<file path="config.mk">
export PLATFORM = sky130hd
export DESIGN_NAME = bnn_stream_loader
export DESIGN_NICKNAME = d
export VERILOG_FILES = /design/src/rtl/bnn_stream_loader.sv
export SDC_FILE = /design/constraint.sdc
export NUM_CORES = 2
export LEC_CHECK = 0
export CORE_MARGIN = 5
export CORE_UTILIZATION = 40
export DETAILED_ROUTE_END_ITERATION = 16
export GPL_TIMING_DRIVEN = 1
export PLACE_DENSITY = 0.69
export SLEW_MARGIN = 30
export SYNTH_ARGS = -nofsm -noshare
export SYNTH_HDL_FRONTEND = slang
export SYNTH_SLANG_ARGS = --single-unit
</file>
<file path="constraint.sdc">
create_clock -name clk -period 5.1 [get_ports clk]
set_clock_uncertainty 0.2 [all_clocks]
set_input_delay 1.275 -clock clk [delete_from_list [all_inputs] [get_ports clk]]
set_output_delay 1.275 -clock clk [all_outputs]
set_load 0.01 [all_outputs]
</file>
<file path="src/rtl/bnn_stream_loader.sv">
// Byte-stream front-end: frames image/conv/fc packets and drives the BNN load interface.
// Optional saturating frame counters are enabled by defining LOADER_STATS_EN.
module bnn_stream_loader #(
  parameter int IMG_DIM  = 28,
  parameter int ADDR_W   = 11,
  parameter int FC_CHUNK = 20
) (
  input  logic              clk,
  input  logic              rst_n,
  input  logic              s_valid,
  output logic              s_ready,
  input  logic [7:0]        s_data,
  input  logic              s_last,
  output logic              image_in_valid,
  input  logic              image_in_ready,
  output logic              image [0:IMG_DIM-1][0:IMG_DIM-1],
  output logic              kernel_in_valid,
  output logic [7:0]        kernel_offset,
  output logic [ADDR_W-1:0] kernel_addr,
  output logic [1:0]        kernel_layer,
  output logic              frame_err
`ifdef LOADER_STATS_EN
  ,
  output logic [15:0]       stat_img,
  output logic [15:0]       stat_ker,
  output logic [15:0]       stat_err
`endif
);

  localparam int NPIX      = IMG_DIM * IMG_DIM;
  localparam int IMG_BYTES = (NPIX + 7) / 8;
  localparam int SH_W      = IMG_BYTES * 8;
  localparam int PW        = $clog2(NPIX);

  typedef enum logic [2:0] {IDLE, PAYLOAD, DRAIN, ISSUE_IMG, ISSUE_KER} state_t;

  state_t              state_q, state_d;
  logic [6:0]          cnt_q, cnt_d;
  logic [1:0]          type_q, type_d;
  logic [SH_W-9:0]     sh_q, sh_d;
  logic [SH_W-1:0]     sh_shift;
  logic [NPIX-1:0]     img_q, img_d;
  logic [ADDR_W-1:0]   addr_q, addr_d;
  logic [7:0]          off_q, off_d;
  logic [1:0]          layer_q, layer_d;
  logic                err_q, err_d;
  logic                commit_img, commit_ker;
  logic                accept, final_byte;
  logic [24:0]         ker_bits;
  logic [FC_CHUNK-1:0] fc_bits;

  function automatic logic [6:0] frame_len(input logic [1:0] t);
    case (t)
      2'd0:    frame_len = 7'(IMG_BYTES + 1);
      2'd1,
      2'd2:    frame_len = 7'd8;
      default: frame_len = 7'd7;
    endcase
  endfunction

  // The shift register keeps all but the newest byte; the newest is appended
  // combinationally so a commit can use the complete frame in the same cycle.
  assign sh_shift   = {sh_q, s_data};
  assign ker_bits   = sh_shift[31:7];
  assign fc_bits    = sh_shift[23 -: FC_CHUNK];
  assign accept     = s_valid && s_ready;
  assign final_byte = (cnt_q == frame_len(type_q) - 7'd1);

  always_comb begin
    state_d    = state_q;
    cnt_d      = cnt_q;
    type_d     = type_q;
    sh_d       = sh_q;
    img_d      = img_q;
    addr_d     = addr_q;
    off_d      = off_q;
    layer_d    = layer_q;
    err_d      = 1'b0;
    commit_img = 1'b0;
    commit_ker = 1'b0;
    case (state_q)
      IDLE: begin
        if (accept) begin
          cnt_d  = 7'd1;
          type_d = s_data[1:0];
          if (s_data[7:2] != '0) begin
            err_d   = 1'b1;
            state_d = s_last ? IDLE : DRAIN;
          end else if (s_last) begin
            err_d = 1'b1;
          end else begin
            state_d = PAYLOAD;
          end
        end
      end
      PAYLOAD: begin
        if (accept) begin
          sh_d  = sh_shift[SH_W-9:0];
          cnt_d = cnt_q + 7'd1;
          if (final_byte && s_last) begin
            if (type_q == 2'd0) begin
              commit_img = 1'b1;
              img_d      = sh_shift[SH_W-1 -: NPIX];
              state_d    = ISSUE_IMG;
            end else begin
              commit_ker = 1'b1;
              layer_d    = type_q;
              img_d      = '0;
              state_d    = ISSUE_KER;
              if (type_q == 2'd3) begin
                addr_d = sh_shift[32 +: ADDR_W];
                off_d  = sh_shift[31:24];
                for (int unsigned q = 0; q < FC_CHUNK; q++)
                  img_d[PW'(NPIX - 1 - q)] = fc_bits[5'(FC_CHUNK - 1 - q)];
              end else begin
                addr_d = sh_shift[40 +: ADDR_W];
                off_d  = sh_shift[39:32];
                for (int unsigned q = 0; q < 25; q++)
                  img_d[PW'(NPIX - 1 - ((q / 5) * IMG_DIM + (q % 5)))] = ker_bits[5'(24 - q)];
              end
            end
          end else if (s_last) begin
            err_d   = 1'b1;
            state_d = IDLE;
          end else if (final_byte) begin
            err_d   = 1'b1;
            state_d = DRAIN;
          end
        end
      end
      DRAIN: begin
        if (accept && s_last) state_d = IDLE;
      end
      ISSUE_IMG: begin
        if (image_in_ready) state_d = IDLE;
      end
      ISSUE_KER: state_d = IDLE;
      default:   state_d = IDLE;
    endcase
  end

  always_ff @(posedge clk or negedge rst_n) begin
    if (!rst_n) begin
      state_q <= IDLE;
      cnt_q   <= '0;
      type_q  <= '0;
      sh_q    <= '0;
      img_q   <= '0;
      addr_q  <= '0;
      off_q   <= '0;
      layer_q <= '0;
      err_q   <= 1'b0;
    end else begin
      state_q <= state_d;
      cnt_q   <= cnt_d;
      type_q  <= type_d;
      sh_q    <= sh_d;
      img_q   <= img_d;
      addr_q  <= addr_d;
      off_q   <= off_d;
      layer_q <= layer_d;
      err_q   <= err_d;
    end
  end

  assign s_ready         = (state_q == IDLE) || (state_q == PAYLOAD) || (state_q == DRAIN);
  assign image_in_valid  = (state_q == ISSUE_IMG);
  assign kernel_in_valid = (state_q == ISSUE_KER);
  assign kernel_addr     = addr_q;
  assign kernel_offset   = off_q;
  assign kernel_layer    = layer_q;
  assign frame_err       = err_q;

  for (genvar r = 0; r < IMG_DIM; r++) begin : g_row
    for (genvar c = 0; c < IMG_DIM; c++) begin : g_col
      assign image[r][c] = img_q[NPIX - 1 - (r * IMG_DIM + c)];
    end
  end

`ifdef LOADER_STATS_EN
  logic [15:0] st_img_q, st_ker_q, st_err_q;

  always_ff @(posedge clk or negedge rst_n) begin
    if (!rst_n) begin
      st_img_q <= '0;
      st_ker_q <= '0;
      st_err_q <= '0;
    end else begin
      if (commit_img && st_img_q != '1) st_img_q <= st_img_q + 16'd1;
      if (commit_ker && st_ker_q != '1) st_ker_q <= st_ker_q + 16'd1;
      if (err_d && st_err_q != '1)      st_err_q <= st_err_q + 16'd1;
    end
  end

  assign stat_img = st_img_q;
  assign stat_ker = st_ker_q;
  assign stat_err = st_err_q;
`endif

endmodule

</file>
# After elaboration in Yosys (flattened, before gate mapping)
# Index checks and enable logic that the tools add are counted.
# classes
add_sub_neg	2
mul	0
n_div	0
n_lt_le_gt_ge	0
eq_ne	14
shift	0
mux	33
bitwise_logic	1
reduce_logical	16
# ops
op	n
2-to-1 mux 784 bit	1
2-to-1 mux 3 bit	10
case mux 7 bit (2 select lines)	2
2-to-1 mux 5 bit	5
2-to-1 mux 15 bit	1
2-to-1 mux 7 bit	2
case mux 3 bit (4 select lines)	1
2-to-1 mux 11 bit	1
2-to-1 mux 8 bit	1
adder 7 x 1 -> 7 bit, second input constant	1
equality test 7 bit	1
2-to-1 mux 1 bit	7
subtractor 7 x 1 -> 7 bit, second input constant	1
equality test 3 x 2 -> 1 bit, second input constant	2
!= test 2 bit, second input constant	3
AND reduction 3 bit	2
AND reduction 6 bit	1
nonzero test 6 bit	1
equality test 2 bit, second input constant	2
!= test 4 bit, second input constant	1
AND reduction 2 bit	2
AND reduction 4 bit	1
equality test 3 x 1 -> 1 bit, second input constant	1
equality test 3 bit, second input constant	1
12 further kinds	15
# totals
reg_bits	1594
latch_bits	0
ramBits	0
romBits	0
input_bits	13
wordCells	75
mem_count	0

# Longest topological paths before layout
# depth
depth_word	10
depth_mapped	15
ltp_nobuf	11

# Worst setup path after synthesis
# No wires, ideal clock.
# synth_timing
path_type	reg-to-reg
from	register type_q[0]
to	register addr_q[0] (netlist: kernel_addr[0])
arrival_time_ns	2.608
required_ns	4.763
setup_slack_ns	2.155
stages_incl_launch_ff	13
cell_sequence	dfrtp_1 > inv_1 > ha_1 > clkbuf_1 > nand2_1 > a2111oi_0 > o21a_1 > ha_1 > nand2b_1 > nor2_1 > buf_2 > buf_1 > a21oi_1
# synth_between
elab_chain_len	7
word_cells_on_any_way	12
# synth_lines
element	line	source
start: declaration	39	logic [1:0] type_q, type_d;
start signal: assignment	156	type_q <= type_d;
equality test 2 x 1 -> 1 bit or equality test 2 bit (tied branches)	53	case (t)
OR reduction 2 bit	53	
case mux 7 bit (2 select lines)	53	
subtractor 7 x 1 -> 7 bit	67	assign final_byte = (cnt_q == frame_len(type_q) - 7'd1);
equality test 7 bit	67	
logical AND 1 bit	100	if (final_byte && s_last) begin
AND reduction 4 bit (no line)	n/a	
end signal: assignment	159	addr_q <= addr_d;
end: declaration	43	logic [ADDR_W-1:0] addr_q, addr_d;
# Parallel ways exist; a longest one is shown, timed or not.
# A chain may end at the register's enable or synchronous reset.

# Final worst setup path
# layout_timing
from	register state_q[0]
to	output port image_in_valid
# layout_between
elab_chain_len	1
# layout_lines
element	line	source
start: declaration	37	state_t state_q, state_d;
start signal: assignment	154	state_q <= state_d;
equality test 3 x 2 -> 1 bit	167	assign image_in_valid = (state_q == ISSUE_IMG);
end: declaration	14	output logic image_in_valid,
# No other way between the ends.

==> results.py <==
metrics = {
    "outcome": {
        "status": "complete, no violations",
    },
    "sta": {
        "timing.final.ws_setup_ns": 1.286,
        "holdWs_ns": 0.1476,
        "worstMarginPinSlew_ns": 1.018,
        "min_period_ns": 3.814,
        "setup_viol": 0,
        "rsz0062_at_grt": "no",
        "fmax_ghz": 0.2622,
        "tns_ns": 0,
        "slew-limit-headroom": 0.3214,
        "maxSlewViolCount": 0,
        "hold_viol_final": 0,
        "period_share": 0.7479,
    },
    "critical_path": {
        "cp-end-kind": "output pin",
        "cp_data_required_time_ns": 3.62,
        "rr_worst_depth": 11,
        "crit_path_start_kind": "register",
        "rr_startpoint": "type_q[1]$_DFFE_PN0P_",
        "critPathMaxFanout": 15,
        "arrival_ns": 2.34,
        "crit_type": "register to output pin",
        "reg2reg_slack_ns": 1.62,
        "r2r-end": "kernel_addr[1]$_DFFE_PN0P_",
    },
    "logic_synthesis": {
        "synthCells": 6871,
        "synth_top_cell_by_area": "dfrtp_1",
        "synth_edf_count": 0,
        "yosysWarningCount": 0,
        "ys_seq_elements": 1594,
        "seq_area_frac_synth": 0.6504,
        "syn_nets": 6889,
        "ys_types": 37,
        "synth_area_mm2": 0.06133,
        "yosysTopAreaCellShare": 0.6504,
        "synth_area_leaders": "dfrtp_1 (65%), nand2_1 (24%), o21ai_0 (4.0%)",
        "synthFlopType": "dfrtp_1",
        "synthArstFlopShare": 1.000,
        "synth.avg_cell_area_um2": 8.925,
    },
    "floorplan": {
        "die_y_um": 401.6,
        "fp-row-count": 143,
        "die_area_mm2": 0.1612,
        "chipWidth_um": 401.6,
        "start_util": 0.4028,
        "core_area_mm2": 0.1523,
        "pin_count": 822,
    },
    "placed_design": {
        "dp_hpwl_um": 125300,
        "gp_congestion": 0.8554,
        "place_ws_ns": 1.196,
        "io_buffers": 821,
    },
    "hold_path": {
        "hold_path_class": "input port to async pin",
    },
    "routing": {
        "drc": 0,
        "drtIter0Drc": 4124,
        "finalWirelength_um": 186400,
        "viasPerCell": 5.016,
        "drtAntennaViolNets": 0,
        "dr.pass1.iters": 8,
        "via_count": 48509,
        "wl_per_cell_um": 19.27,
    },
    "cts": {
        "cts_setup_buffers": 0,
        "cts-buffers-inserted": 166,
        "cts.sinks": 1594,
        "clk_pin_slew_ns": 0.06,
        "cts_tree": "yes",
        "cts_root_buffer": "clkbuf_16",
        "ctsHoldBuffers": 0,
        "insertion_delay_ns": 0.78,
        "cts_max_path_buffers": 3,
        "cts_resized": 0,
        "h-tree-depth": 4,
    },
    "global_route": {
        "grt_pass1_wl_um": 289300,
        "grt_usage": 0.2266,
        "grt_max_degree": 216,
        "antenna_found_initial": 2,
        "gr-total-overflow": 0,
        "grt_pass1_vias": 47624,
    },
    "flow_run": {
        "maxCapViolations": 0,
    },
    "layout": {
        "syn2layout_area_growth_pct": 25.76,
        "layout.nets": 7527,
        "final_cell_mix": "nand2_1 (3868), dfrtp_1 (1594), clkdlybuf4s50_1 (820)",
        "mostFrequentLayoutCell": "nand2_1",
        "post_route_cells_drive_above_1_share": 0.04804,
    },
    "power": {
        "powerDensity_mw_per_mm2": 348.5,
        "p_leak_nw": 36.62,
        "ir_drop_mv": 0.3736,
    },
}
-- area by class of cell --
cell class                      count  area, µm²
Fill cell                       13848      75140
Sequential cell                  1594      39890
Multi-Input combinational cell   4824      19680
Timing Repair Buffer              917       9537
Clock buffer                      259       5061
Tap cell                         2030       2540
Clock inverter                     40      395.4
Inverter                            6      22.52
Antenna cell                        1      2.502
-- metal layers --
layer,global-route usage,part of all wire,wire [µm],vias up
li1,-,-,-,22760
met1,0.3091,0.42,78830,23873
met2,0.3549,0.47,86750,1571
met3,0.05371,0.074,13780,305
met4,0.08340,0.038,7012,0
met5,0,0,0,-
-- synthesized netlist by cell type, types with 2 or more instances --
cell type,count
mux2_2,5
nand2b_1,2
buf_2,77
a22oi_1,34
buf_1,23
inv_1,6
or4_1,2
nand2_1,3869
mux2i_1,24
and3_1,2
a21boi_0,2
a21oi_1,30
nor3b_1,3
o21ai_1,300
ha_1,5
clkbuf_1,342
buf_6,5
dfrtp_1,1594
nor2_1,33
o21ai_0,496
-- logic make-up after synthesis --
logic type / Yosys count / share of synthesized area
AOI/OAI and AO/OA: 872 / 0.07314
adders and majority gates: 5 / 0.001020
buffers and inverters: 453 / 0.02991
DFF: 1594 / 0.6504
muxes: 29 / 0.004835
and+or+nand+nor: 3918 / 0.2407
-- sequential cells by signal, summed over array words and instances, names as in the netlist --
| name | count |
|---|---|
| kernel_layer | 2 |
| kernel_addr | 11 |
| type_q | 2 |
| sh_q | 776 |
| state_q | 3 |
| frame_err | 1 |
| image | 784 |
| kernel_offset | 8 |
| cnt_q | 7 |
-- how the worst max path moves through the flow --
stage	start	endpoint	slack, ns	cells past startpoint
after floorplan	type_q[0]$_DFFE_PN0P_	kernel_addr[0]$_DFFE_PN0P_	2.15	12
after global placement	s_valid	image[105]$_DFFE_PN0P_	1.22	7
after detailed placement	s_valid	image[136]$_DFFE_PN0P_	1.20	7
after CTS	state_q[0]$_DFFE_PN0P_	image_in_valid	1.20	3
after global routing	state_q[0]$_DFFE_PN0P_	image_in_valid	1.12	3
final	state_q[0]$_DFFE_PN0P_	image_in_valid	1.29	3
-- through the flow --
step                      power, mW  instances  cell area (µm²)  utilization
after CTS                     27.12       9667            77030       0.5059
after detailed placement      14.99       9368            71580       0.4701
after floorplan               14.15       6871            61330            -
final                         26.88       9671            77120       0.5065
after global routing          27.81       9671            77120       0.5065
after global placement        14.98       9368            71560       0.4700
-- worst max-delay path: stages, from the launching register on --
cell	delay, ns
dfrtp_1	0.79
nand2_1	0.11
nor2_1	0.12
clkdlybuf4s50_1	0.55
-- power by group --
| group | switching (mW) | internal [mW] |
|---|---|---|
| Sequential | 0.137 | 12.7 |
| Combinational | 1.59 | 0.344 |
| Clock | 5.08 | 7.02 |
(Power assumes the default switching activity.)
